$ cat src/rtl/au_pkg.sv
// Shared mode encoding and width helpers for the min/max/abs arithmetic unit.
package au_pkg;

  typedef enum logic [1:0] {
    AU_MAX     = 2'b00,
    AU_MIN     = 2'b01,
    AU_ABS     = 2'b10,
    AU_ABSDIFF = 2'b11
  } au_mode_e;

  // Largest positive two's-complement value representable in w bits (w <= 64).
  function automatic logic [63:0] au_signed_max(input int w);
    return (64'd1 << (w - 1)) - 64'd1;
  endfunction

endpackage

$ cat src/rtl/au_pipe_stage.sv
// Generic valid/ready register stage; accepts when empty or when its output is taken.
module au_pipe_stage #(
  parameter int W = 8
) (
  input  logic         clk,
  input  logic         rst,
  input  logic         in_valid,
  output logic         in_ready,
  input  logic [W-1:0] in_data,
  output logic         out_valid,
  input  logic         out_ready,
  output logic [W-1:0] out_data
);

  logic         r_valid;
  logic [W-1:0] r_data;
  logic         w_advance;

  assign w_advance = !r_valid || out_ready;
  assign in_ready  = w_advance;
  assign out_valid = r_valid;
  assign out_data  = r_data;

  // Payload only loads on a real beat so a held or drained stage keeps its last value.
  always_ff @(posedge clk) begin
    if (rst) begin
      r_valid <= 1'b0;
      r_data  <= '0;
    end else if (w_advance) begin
      r_valid <= in_valid;
      if (in_valid) begin
        r_data <= in_data;
      end
    end
  end

endmodule

$ cat src/rtl/au_minmax_pipe.sv
// Two-stage signed max/min/abs/absdiff unit with valid/ready flow control.
// Optional clamping of modes 10/11 to the signed range when AU_SAT_EN is defined.
module au_minmax_pipe
  import au_pkg::*;
#(
  parameter int WIDTH = 8,
  parameter int CNT_W = 16
) (
  input  logic             clk,
  input  logic             rst,
  input  logic             in_valid,
  output logic             in_ready,
  input  logic [WIDTH-1:0] a,
  input  logic [WIDTH-1:0] b,
  input  logic [1:0]       sel,
  output logic             out_valid,
  input  logic             out_ready,
  output logic [WIDTH-1:0] out_data,
  output logic             out_sat,
  output logic [CNT_W-1:0] done_cnt
);

  localparam int P1_W = 3 * WIDTH + 3;
  localparam int P2_W = WIDTH + 1;

  logic [WIDTH:0]   w_diff;
  logic [P1_W-1:0]  w_s1_in;
  logic [P1_W-1:0]  w_s1_data;
  logic             w_s1_valid;
  logic             w_s2_ready;
  logic [1:0]       w_s1_sel;
  logic [WIDTH-1:0] w_s1_a;
  logic [WIDTH-1:0] w_s1_b;
  logic [WIDTH:0]   w_s1_diff;
  au_mode_e         w_mode;
  logic             w_diff_neg;
  logic [WIDTH-1:0] w_neg_a;
  logic [WIDTH-1:0] w_neg_diff_lo;
  logic [WIDTH-1:0] w_result;
  logic             w_sat;
  logic [P2_W-1:0]  w_s2_in;
  logic [P2_W-1:0]  w_s2_data;
  logic [CNT_W-1:0] r_done_cnt;

  // One extra bit of headroom keeps the subtraction exact for all operand pairs.
  assign w_diff  = {a[WIDTH-1], a} - {b[WIDTH-1], b};
  assign w_s1_in = {sel, a, b, w_diff};

  au_pipe_stage #(.W(P1_W)) u_stage1 (
    .clk       (clk),
    .rst       (rst),
    .in_valid  (in_valid),
    .in_ready  (in_ready),
    .in_data   (w_s1_in),
    .out_valid (w_s1_valid),
    .out_ready (w_s2_ready),
    .out_data  (w_s1_data)
  );

  assign w_s1_sel   = w_s1_data[3*WIDTH+2 : 3*WIDTH+1];
  assign w_s1_a     = w_s1_data[3*WIDTH   : 2*WIDTH+1];
  assign w_s1_b     = w_s1_data[2*WIDTH   : WIDTH+1];
  assign w_s1_diff  = w_s1_data[WIDTH:0];
  assign w_mode     = au_mode_e'(w_s1_sel);
  assign w_diff_neg = w_s1_diff[WIDTH];

  // Magnitudes only need the low WIDTH bits; negation modulo 2^WIDTH is exact there.
  assign w_neg_a       = '0 - w_s1_a;
  assign w_neg_diff_lo = '0 - w_s1_diff[WIDTH-1:0];

  always_comb begin
    w_result = '0;
    case (w_mode)
      AU_MAX:     w_result = w_diff_neg ? w_s1_b : w_s1_a;
      AU_MIN:     w_result = w_diff_neg ? w_s1_a : w_s1_b;
      AU_ABS:     w_result = w_s1_a[WIDTH-1] ? w_neg_a : w_s1_a;
      AU_ABSDIFF: w_result = w_diff_neg ? w_neg_diff_lo : w_s1_diff[WIDTH-1:0];
      default:    w_result = '0;
    endcase
  end

`ifdef AU_SAT_EN
  localparam logic [WIDTH-1:0] SMAX = WIDTH'(au_signed_max(WIDTH));

  // An unsigned magnitude exceeds the signed maximum exactly when its top bit is set.
  assign w_sat   = (w_mode == AU_ABS || w_mode == AU_ABSDIFF) && w_result[WIDTH-1];
  assign w_s2_in = {w_sat, (w_sat ? SMAX : w_result)};
`else
  assign w_sat   = 1'b0;
  assign w_s2_in = {w_sat, w_result};
`endif

  au_pipe_stage #(.W(P2_W)) u_stage2 (
    .clk       (clk),
    .rst       (rst),
    .in_valid  (w_s1_valid),
    .in_ready  (w_s2_ready),
    .in_data   (w_s2_in),
    .out_valid (out_valid),
    .out_ready (out_ready),
    .out_data  (w_s2_data)
  );

  assign out_sat  = w_s2_data[WIDTH];
  assign out_data = w_s2_data[WIDTH-1:0];

  always_ff @(posedge clk) begin
    if (rst) begin
      r_done_cnt <= '0;
    end else if (out_valid && out_ready) begin
      r_done_cnt <= r_done_cnt + CNT_W'(1);
    end
  end

  assign done_cnt = r_done_cnt;

endmodule
$ cat config.mk
export PLATFORM = sky130hd
export DESIGN_NAME = au_minmax_pipe
export DESIGN_NICKNAME = d
export VERILOG_FILES = /design/src/rtl/au_pkg.sv /design/src/rtl/au_pipe_stage.sv /design/src/rtl/au_minmax_pipe.sv
export SDC_FILE = /design/constraint.sdc
export NUM_CORES = 1
export LEC_CHECK = 0
export CAP_MARGIN = 20
export CORE_MARGIN = 4
export CORE_UTILIZATION = 50
export CTS_CLUSTER_SIZE = 10
export DETAILED_ROUTE_END_ITERATION = 8
export DONT_BUFFER_PORTS = 1
export GPL_ROUTABILITY_DRIVEN = 0
export HOLD_SLACK_MARGIN = 0.06
export PLACE_DENSITY = 0.76
export SKIP_LAST_GASP = 1
export SLEW_MARGIN = 20
export SYNTH_ARGS = -nofsm -noshare
export SYNTH_HDL_FRONTEND = slang
export SYNTH_SLANG_ARGS = --single-unit
$ cat constraint.sdc
create_clock -name clk -period 3.14 [get_ports clk]
set_input_delay 0.785 -clock clk [delete_from_list [all_inputs] [get_ports clk]]
set_output_delay 0.785 -clock clk [all_outputs]
set_load 0.02 [all_outputs]
==> impl_metrics.yaml <==
setup_path:
  r2r_end: "u_stage2.out_data[7]"
  rrSetupSlack_ps: 1030
  path_delay_family: "adder cells"
  slowest_stage: "fa_1"
  timing.rr.start: "u_stage1.out_data[25]"
  slowest_delay_ps: 390
  path_max_fanout: 3
  cp-startpoint: "a[0]"
  critPathCapture: "u_stage1.out_data[6]"
  cp_data_required_time_ps: 3340
  arrival_ps: 2410
  crit_path_end_kind: "register"
  crit_cells: 8
  crit_chain: "inv_1 > ha_1 > fa_1 > nor2b_1 > o31a_1 > o22ai_1 > or4_1 > o311ai_0"
  worstSetupPathType: "in2reg"
  setup.worst_path.start_class: "input pin"
  worst_r2r_path_depth: 5
  critical_path_buf_inv_count: 1
global_route:
  grt_max_degree: 55
  first_global_vias: 2344
  grt_overflow_total: 0
  grt_antenna_before_repair: 0
  grt_use_total_pct: 19.0
  grt_first_pass_wirelength_mm: 11.3
clocking:
  cts_setup_buffers: 0
  ctsLongestPathBuffers: 2
  hold_buffers: 0
  htreeDepth: 2
  cts-buffers-inserted: 5
  clk_pin_slew_ps: 90
  worstSkewPairLatency_ps: 310
  cts_tree: "done"
  cts-root-buf: "clkbuf_8"
  numClockSinks: 53
  cts_resized: 0
power_and_ir_drop:
  powerDensity_mw_per_mm2: 466
  clockPowerShare_pct: 32.3
  p_int_mw: 1.04
  combPwrFrac_pct: 14.3
  switching_share_pct: 27.4
  seq_power_share_pct: 53.4
  leakage_nw: 1.13
  power.switching_mw: 0.391
  p_total_mw: 1.43
  peakVddDrop_mv: 0.216
synth:
  synth-edff-count: 0
  synth.top_cell.area_share_pct: 35.7
  synthTopCellsByArea: "dfxtp_1 (36%), nand2_1 (6.6%), a21oi_1 (5.6%)"
  synthAdderAreaFrac_pct: 5.30
  synth.most_common_cell: "dfxtp_1"
  synth_cell_types: 51
  ys_warn_count: 0
  muxShareOfSynthArea_pct: 2.69
  yosys-top-cells-count: "dfxtp_1 (53), nand2_1 (52), a21oi_1 (33)"
  syn_nets: 413
  synth_top_family_by_area: "simple AND/OR/NAND/NOR gates"
  ys_seq_elements: 53
  ys_seq_area_share_pct: 35.7
  synth_top_cell_by_area: "dfxtp_1"
  synth_xor_area_share_pct: 5.60
  synthesis.instances: 379
  ys.flop_type: "dfxtp_1"
  synthArstFlopShare_pct: 0
  synth_simple_gate_area_share_pct: 23.6
  synth_compound_area_share_pct: 19.4
  postSynthAreaPerCell_um2: 7.84
  netlist_area_mm2: 0.00297
routing:
  dr_total_vias: 2557
  wl_per_cell_um: 15.3
  ant_nets: 0
  drc: 0
  viasPerCell: 5.81
  routed_wl_mm: 6.74
  drtIter0Drc: 202
  firstDrtPassIters: 4
placed_design:
  place_hpwl_mm: 5.00
  preCtsSetupSlack_ps: 606
  numPortBuffers: 0
  dpl.cell_count: 432
floorplan:
  die_h_um: 85.1
  ios: 49
  dieWidth_um: 85.1
  start_util_pct: 52.7
  std_cell_rows: 27
  core-area_mm2: 0.00564
  design.die.area_mm2: 0.00724
timing:
  tightest_slew_ps: 920
  post-route-period-util_pct: 70.6
  clock.fmax_ghz: 0.451
  hold_viol_final: 0
  slew_viol_final: 0
  slew_headroom_pct: 38.2
  grt_setup_unrepaired: "no"
  fin_skew_ps: 8.65
  worst_slack_ps: 924
  fin_setup_tns_ps: 0
  setup_viol: 0
  worst_hold_slack_ps: 454
  period_needed_ps: 2220
finish:
  num_antenna_cells: 0
  nNetsFinal: 401
  fin_cells: 440
  fillers: 534
  drive_gt1_share_pct: 4.35
  areaGrowthSynthToFinish_pct: 3.11
run:
  cap_violations: 0
hold_path:
  hp-class: "reg2reg"
  hold_depth: 2
status:
  status: "complete, no violations"
==> layout by cell type, fill, tap and decap left out, types with 6 or more instances in the layout <==
cell type / netlist / layout
nand3_1: 10 / 10
inv_1: 27 / 27
dfxtp_1: 53 / 53
nor3_1: 13 / 13
nand2_1: 52 / 52
nor2_1: 32 / 32
xnor2_1: 13 / 13
ha_1: 11 / 11
a21oi_1: 33 / 33
xor2_1: 6 / 6
a211oi_1: 7 / 7
mux2i_1: 8 / 8
o21ai_0: 17 / 17
==> through the flow <==
stage	util, %	cell area, um^2
global route	54.3	3070
floorplan	-	2970
finish	54.3	3070
CTS	54.3	3070
detailed placement	52.4	2950
global placement	52.4	2950
==> metal layers <==
layer / vias up / part of all wire, % / global-route usage (%)
met3: 6 / 7.5 / 4.95
met4: 0 / 1.0 / 4.46
met1: 1178 / 45 / 26.1
met5: - / 0 / 0
li1: 1305 / - / -
met2: 68 / 46 / 30.0
==> worst min path at each step <==
stage	to	slack, ps	start
global route	u_stage1.out_data[14]	500	u_stage1.out_data[14]
detailed placement	u_stage1.out_data[16]	450	u_stage1.out_data[16]
global placement	u_stage1.out_data[16]	450	u_stage1.out_data[16]
floorplan	u_stage1.out_data[10]	440	u_stage1.out_data[10]
finish	u_stage1.out_data[16]	450	u_stage1.out_data[16]
CTS	u_stage1.out_data[16]	460	u_stage1.out_data[16]
==> registers in the layout (all words and copies together) (netlist names) <==
name,cells
u_stage1.out_valid,1
done_cnt,16
u_stage1.out_data,27
u_stage2.out_valid,1
u_stage2.out_data,8
==> kinds of logic after synthesis <==
| logic type | count (synthesis) |
|---|---|
| AOI/OAI and AO/OA | 93 |
| xor gates and xnor gates | 19 |
| adders and majority gates | 12 |
| buffers and inverters | 48 |
| DFF | 53 |
| muxes | 8 |
| other | 1 |
| and+or+nand+nor | 145 |
==> cell type report <==
class | count | area, um^2 | area share, %
timing repair buffer | 2 | 15.0 | 0.490
clock inverter | 2 | 38.8 | 1.27
clock buffer | 6 | 72.6 | 2.37
inverter | 27 | 101 | 3.31
tap | 72 | 90.1 | 2.94
sequential | 53 | 1060 | 34.6
multi-input combinational | 278 | 1690 | 55.0
==> tightest hold or removal path, cell delays in order, from the launching register on <==
cell,delay [ps]
dfxtp_1,320
nand2_1,50
a21oi_1,50
==> power by group through the flow <==
stage          sequential [mW]  combinational, mW  clock (mW)
6_report                 0.763              0.204       0.461
5_1_grt                  0.769              0.233       0.506
4_1_cts                  0.762              0.204       0.473
3_5_place_dp             0.778              0.202           0
3_3_place_gp             0.777              0.197           0
2_1_floorplan            0.755              0.193           0
Power figures use the tool's default switching activity.
